===== src/rtl/dvi_tmds_decoder.sv =====
// rtl/dvi_tmds_decoder.sv - TMDS channel receiver: word alignment by control-token runs and 10b->8b decode.
module dvi_tmds_decoder #(
  parameter int DATAWIDTH      = 8,
  parameter int LOCK_COUNT     = 8,
  parameter int SEARCH_TIMEOUT = 1024,
  parameter int MAX_DATA_RUN   = 4096
) (
  input  logic                 clk,
  input  logic                 reset,
  input  logic [9:0]           QIN,
  output logic [DATAWIDTH-1:0] D,
  output logic                 DE,
  output logic                 C0,
  output logic                 C1,
  output logic                 LOCKED,
  output logic [3:0]           OFFSET
);

  localparam int LW = $clog2(LOCK_COUNT + 1);
  localparam int TW = $clog2(SEARCH_TIMEOUT + 1);
  localparam int RW = $clog2(MAX_DATA_RUN + 1);

  localparam logic [LW-1:0] LOCK_MAX = LW'(LOCK_COUNT);
  localparam logic [TW-1:0] TO_LAST  = TW'(SEARCH_TIMEOUT - 1);
  localparam logic [TW-1:0] TO_MAX   = TW'(SEARCH_TIMEOUT);
  localparam logic [RW-1:0] RUN_MAX  = RW'(MAX_DATA_RUN);

  typedef enum logic {ST_SEARCH, ST_LOCKED} state_t;

  state_t               state;
  logic [9:0]           prev;
  logic [LW-1:0]        ctrl_cnt;
  logic [TW-1:0]        timeout_cnt;
  logic [RW-1:0]        data_run;

  logic [19:0]          pair;
  logic [9:0]           window;
  logic                 is_ctrl;
  logic [1:0]           ctrl_val;
  logic [DATAWIDTH-1:0] q;
  logic [DATAWIDTH-1:0] dec;
  logic [LW-1:0]        ctrl_inc;
  logic [TW-1:0]        timeout_inc;
  logic [RW-1:0]        run_inc;
  logic                 locked_next;

  always_comb begin
    pair   = {QIN, prev};
    window = 10'(pair >> OFFSET);

    is_ctrl  = 1'b1;
    ctrl_val = 2'b00;
    case (window)
      10'b1101010100: ctrl_val = 2'b00;
      10'b0010101011: ctrl_val = 2'b01;
      10'b0101010100: ctrl_val = 2'b10;
      10'b1010101011: ctrl_val = 2'b11;
      default:        is_ctrl  = 1'b0;
    endcase

    // Undo the optional inversion, then undo the XOR/XNOR chain selected by bit 8.
    q      = window[9] ? ~window[DATAWIDTH-1:0] : window[DATAWIDTH-1:0];
    dec    = '0;
    dec[0] = q[0];
    for (int i = 1; i < DATAWIDTH; i++) begin
      dec[i] = window[8] ? (q[i] ^ q[i-1]) : ~(q[i] ^ q[i-1]);
    end

    ctrl_inc    = !is_ctrl ? '0 : (ctrl_cnt == LOCK_MAX ? ctrl_cnt : ctrl_cnt + 1'b1);
    timeout_inc = (timeout_cnt == TO_MAX) ? timeout_cnt : timeout_cnt + 1'b1;
    run_inc     = is_ctrl ? '0 : (data_run == RUN_MAX ? data_run : data_run + 1'b1);

    // Outputs follow the lock state they will appear alongside.
    locked_next = (state == ST_SEARCH) ? (ctrl_inc == LOCK_MAX) : (run_inc != RUN_MAX);
  end

  always_ff @(posedge clk) begin
    if (reset) begin
      state       <= ST_SEARCH;
      prev        <= '0;
      ctrl_cnt    <= '0;
      timeout_cnt <= '0;
      data_run    <= '0;
      OFFSET      <= '0;
      LOCKED      <= 1'b0;
      D           <= '0;
      DE          <= 1'b0;
      C0          <= 1'b0;
      C1          <= 1'b0;
    end else begin
      prev <= QIN;
      case (state)
        ST_SEARCH: begin
          if (ctrl_inc == LOCK_MAX) begin
            state       <= ST_LOCKED;
            LOCKED      <= 1'b1;
            ctrl_cnt    <= '0;
            timeout_cnt <= '0;
            data_run    <= '0;
          end else if (timeout_cnt == TO_LAST) begin
            OFFSET      <= (OFFSET == 4'd9) ? 4'd0 : OFFSET + 4'd1;
            ctrl_cnt    <= '0;
            timeout_cnt <= '0;
          end else begin
            ctrl_cnt    <= ctrl_inc;
            timeout_cnt <= timeout_inc;
          end
        end
        ST_LOCKED: begin
          if (run_inc == RUN_MAX) begin
            state       <= ST_SEARCH;
            LOCKED      <= 1'b0;
            ctrl_cnt    <= '0;
            timeout_cnt <= '0;
            data_run    <= '0;
          end else begin
            data_run    <= run_inc;
          end
        end
        default: state <= ST_SEARCH;
      endcase

      if (!locked_next) begin
        D  <= '0;
        DE <= 1'b0;
        C0 <= 1'b0;
        C1 <= 1'b0;
      end else if (is_ctrl) begin
        DE <= 1'b0;
        C0 <= ctrl_val[0];
        C1 <= ctrl_val[1];
      end else begin
        DE <= 1'b1;
        D  <= dec;
      end
    end
  end

endmodule


===== config.mk =====
export PLATFORM = sky130hd
export DESIGN_NAME = dvi_tmds_decoder
export DESIGN_NICKNAME = d
export VERILOG_FILES = /design/src/rtl/dvi_tmds_decoder.sv
export SDC_FILE = /design/constraint.sdc
export NUM_CORES = 1
export LEC_CHECK = 0
export ABC_AREA = 1
export CAP_MARGIN = 20
export CORE_MARGIN = 1
export CORE_UTILIZATION = 36
export CTS_CLUSTER_SIZE = 14
export DETAILED_ROUTE_END_ITERATION = 12
export PLACE_DENSITY = 0.5
export SLEW_MARGIN = 5
export SYNTH_ARGS = -nofsm -noshare
export SYNTH_HDL_FRONTEND = slang
export SYNTH_SLANG_ARGS = --single-unit

===== constraint.sdc =====
create_clock -name clk -period 4.9 [get_ports clk]
set_clock_uncertainty 0.05 [all_clocks]
set_input_delay 1.225 -clock clk [delete_from_list [all_inputs] [get_ports clk]]
set_output_delay 1.225 -clock clk [all_outputs]
set_load 0.05 [all_outputs]

==> results of run 1 <==
## layer usage
| layer | GRT usage | share of wire | up-vias |
|---|---|---|---|
| li1 | - | - | 1956 |
| met1 | 0.248 | 0.50 | 1706 |
| met2 | 0.282 | 0.44 | 79 |
| met3 | 0.0260 | 0.037 | 19 |
| met4 | 0.0513 | 0.015 | 0 |
| met5 | 0 | 0 | - |
## cells by family after synthesis
logic type | count (synthesis)
flip-flops | 55
AND/OR/NAND/NOR | 319
adder cells (fa/ha/maj) | 14
AO/OA/AOI/OAI | 96
buffers and inverters | 87
XOR/XNOR | 18
multiplexers | 3
## placed cells by master, fill, tap and decap left out, types with 13 or more instances in the layout
cell,netlist,final
nand2_1,143,143
nand3_1,73,73
inv_1,60,60
nor2_1,57,57
dfxtp_1,55,55
a21oi_1,41,41
o21ai_0,32,32
clkdlybuf4s50_1,0,27
ha_1,14,14
xor2_1,13,13
## power by group through the flow
stage	Sequential, W	Combinational, W	Clock, W
after CTS	0.000458	0.0000846	0.000274
after global routing	0.000459	0.0000969	0.000293
after global placement	0.000468	0.0000852	0
final	0.000458	0.0000839	0.000261
after floorplan	0.000467	0.0000597	0
after detailed placement	0.000468	0.0000839	0
## critical path: stages
cell and delay [ns]:
clkdlybuf4s50_1 0.42, inv_1 0.08, o21ai_0 0.09, o21ai_0 0.32, mux2i_1 0.15, o21ai_0 0.37, inv_1 0.12, ha_1 0.20
nand4_1 0.08, inv_1 0.05, nand3_2 0.23, a21oi_2 0.13, nand2_2 0.16, nand2_1 0.07, inv_1 0.37, nand2_1 0.13
o21ai_0 0.19, nor2_1 0.06
## per-stage QoR
stage                     std cells  hold slack (ns)   util  total power [W]
after global routing            743            0.431  0.412         0.000849
after CTS                       743            0.418  0.412         0.000817
after global placement          735            0.401  0.404         0.000554
final                           743            0.409  0.412         0.000803
after detailed placement        735            0.401  0.404         0.000552
after floorplan                 592            0.390      -         0.000527
## area by class of cell
| class | instances | area [um2] |
|---|---|---|
| inverter | 64 | 240 |
| multi-input combinational | 450 | 2370 |
| tap | 136 | 170 |
| fill | 1139 | 6070 |
| sequential | 55 | 1100 |
| clock inverter | 2 | 12.5 |
| clock buffer | 6 | 72.6 |
| timing repair buffer | 30 | 293 |
## flip-flops by register name (all words and copies together), names as in the netlist
| name | flops |
|---|---|
| C0 | 1 |
| ctrl_cnt | 4 |
| D | 8 |
| data_run | 13 |
| state | 1 |
| C1 | 1 |
| OFFSET | 4 |
| prev | 10 |
| LOCKED | 1 |
| timeout_cnt | 11 |
| DE | 1 |
## worst max path at each step
stage | startpoint | end | slack, ns | cells past startpoint
after CTS | QIN[1] | OFFSET[1] | 0.66 | 21
after floorplan | QIN[1] | D[0] | 1.47 | 22
final | QIN[5] | OFFSET[1] | 0.61 | 18
after detailed placement | QIN[5] | OFFSET[1] | 0.34 | 18
after global routing | QIN[1] | timeout_cnt[10] | 0.29 | 21
after global placement | QIN[1] | LOCKED | 0.43 | 21
==> results.cfg, run 1 <==
[synth]
synthTopCellsByArea = dfxtp_1 (29%), nand2_1 (14%), nand3_1 (9.5%), inv_1 (5.8%), nor2_1 (5.6%)
netlist.area_leader.share = 0.286
synth_top_family_by_area = simple AND/OR/NAND/NOR gates
synthXorXnorAreaFrac = 0.0409
yosysTopAreaCell = dfxtp_1
synth-adder-area-share = 0.0455
syn_avg_cell_area_um2 = 6.50
yosys.area_share.simple = 0.381
synth_async_sr_flop_share = 0
netlist_area_mm2 = 0.00385
synth_cell_types = 37
muxShareOfSynthArea = 0.00780
synth-compound-area-share = 0.140
ys_ff_latch = 55
ys_top_cells_by_count = nand2_1 (143), nand3_1 (73), inv_1 (60)
synth_fp_nets = 618
ys_warn_count = 0
synth-edff-count = 0
ys.flop_type = dfxtp_1
yosysSeqAreaShare = 0.286
synth_most_common_cell = nand2_1
syn-instance-count = 592

[grt]
overflow = 0
antenna_found_initial = 0
grt_max_degree = 40
grt_pass1_vias = 3462
grt_pass1_wl_mm = 16.2
grt_usage = 0.177

[sta]
min_period_over_period = 0.875
post-route-min-period_ns = 4.29
fmax_mhz = 233
grt_setup_unrepaired = false
tightest_slew_ns = 0.883
final_max_slew_viol_count = 0
hold_viol = 0
relSlewSlack = 0.411
fin_ws_ns = 0.614
setup_viol_count_final = 0
fin_tns_setup_ns = 0

[min_path]
min_path_cells = 2
min_to = LOCKED
holdCritPathClass = reg -> reg
min-delay-start = LOCKED

[die]
dieArea_mm2 = 0.0111
chipWidth_um = 105
io_pins = 28
start_util = 0.373
core_mm2 = 0.0103
die_h_um = 105
row_count = 37

[cells_and_area]
antenna_cells = 0
design_area_mm2 = 0.00426
final_net_count = 632
drive_gt1_frac = 0.0741
area_growth_pct = 10.6

[setup_path]
ff2ff_setup_slack_ns = 1.18
cp-start-kind = input port
cp_max_fo = 15
cp.required_ns = 5.05
rr_startpoint = OFFSET[3]
critPathArrivalTime_ns = 4.44
path_class = in -> reg
end_kind = flop
r2r-end = OFFSET[1]
reg2regPathDepth = 17

[clock_network]
htreeDepth = 2
clk_pin_slew_worst_paths_ns = 0.10
max-clock-path-buffers = 2
insertion_delay_ns = 0.31
cts_root_buffer = clkbuf_8
hold_buffers = 0
cts_setup_buffers = 0
clock_sinks = 55
cts_tree = done
cts_resized = 0
cts_buffers = 5

[place]
place_area_mm2 = 0.00417
gp_congestion = 0.920
io_buffer_count = 27
pre_cts_ws_ns = 0.335
hpwl_mm = 7.03

[pwr]
p_leak_nw = 1.76
ir_worst_vdd_v = 0.0000915
p_clk_frac = 0.325
p_int_w = 0.000589
seq_power_share = 0.571
power_density_mw_per_mm2 = 189
comb_power_share = 0.105
switchingPower_w = 0.000214
p_sw_frac = 0.266

[detailed_routing]
postRouteAntennaNets = 0
drc_errors = 0
dr.pass1.iters = 5
drt-initial-drc-count = 189
routed_wl_mm = 9.51
num_vias = 3760
routedWlPerCell_um = 12.8
viasPerCell = 5.06

[run_status]
outcome = finished clean

[job]
max-cap-violations = 0
Note: power is estimated with default switching activity, not from simulation.
==> inputs of run 2 (changes only) <==
--- a/config.mk
+++ b/config.mk
@@ -9,7 +9,7 @@
 export CAP_MARGIN = 20
 export CORE_MARGIN = 1
 export CORE_UTILIZATION = 36
-export CTS_CLUSTER_SIZE = 14
+export CTS_CLUSTER_SIZE = 30
 export DETAILED_ROUTE_END_ITERATION = 12
 export PLACE_DENSITY = 0.5
 export SLEW_MARGIN = 5
==> results of run 2 <==
The final DEF is identical to that of run 1; final timing and power are the same.
==> inputs of run 3 (changes only) <==
--- a/config.mk
+++ b/config.mk
@@ -6,7 +6,7 @@
 export NUM_CORES = 1
 export LEC_CHECK = 0
 export ABC_AREA = 1
-export CAP_MARGIN = 20
+export CAP_MARGIN = 0
 export CORE_MARGIN = 1
 export CORE_UTILIZATION = 36
 export CTS_CLUSTER_SIZE = 30
==> results of run 3 <==
The final DEF is identical to that of run 1; final timing and power are the same.
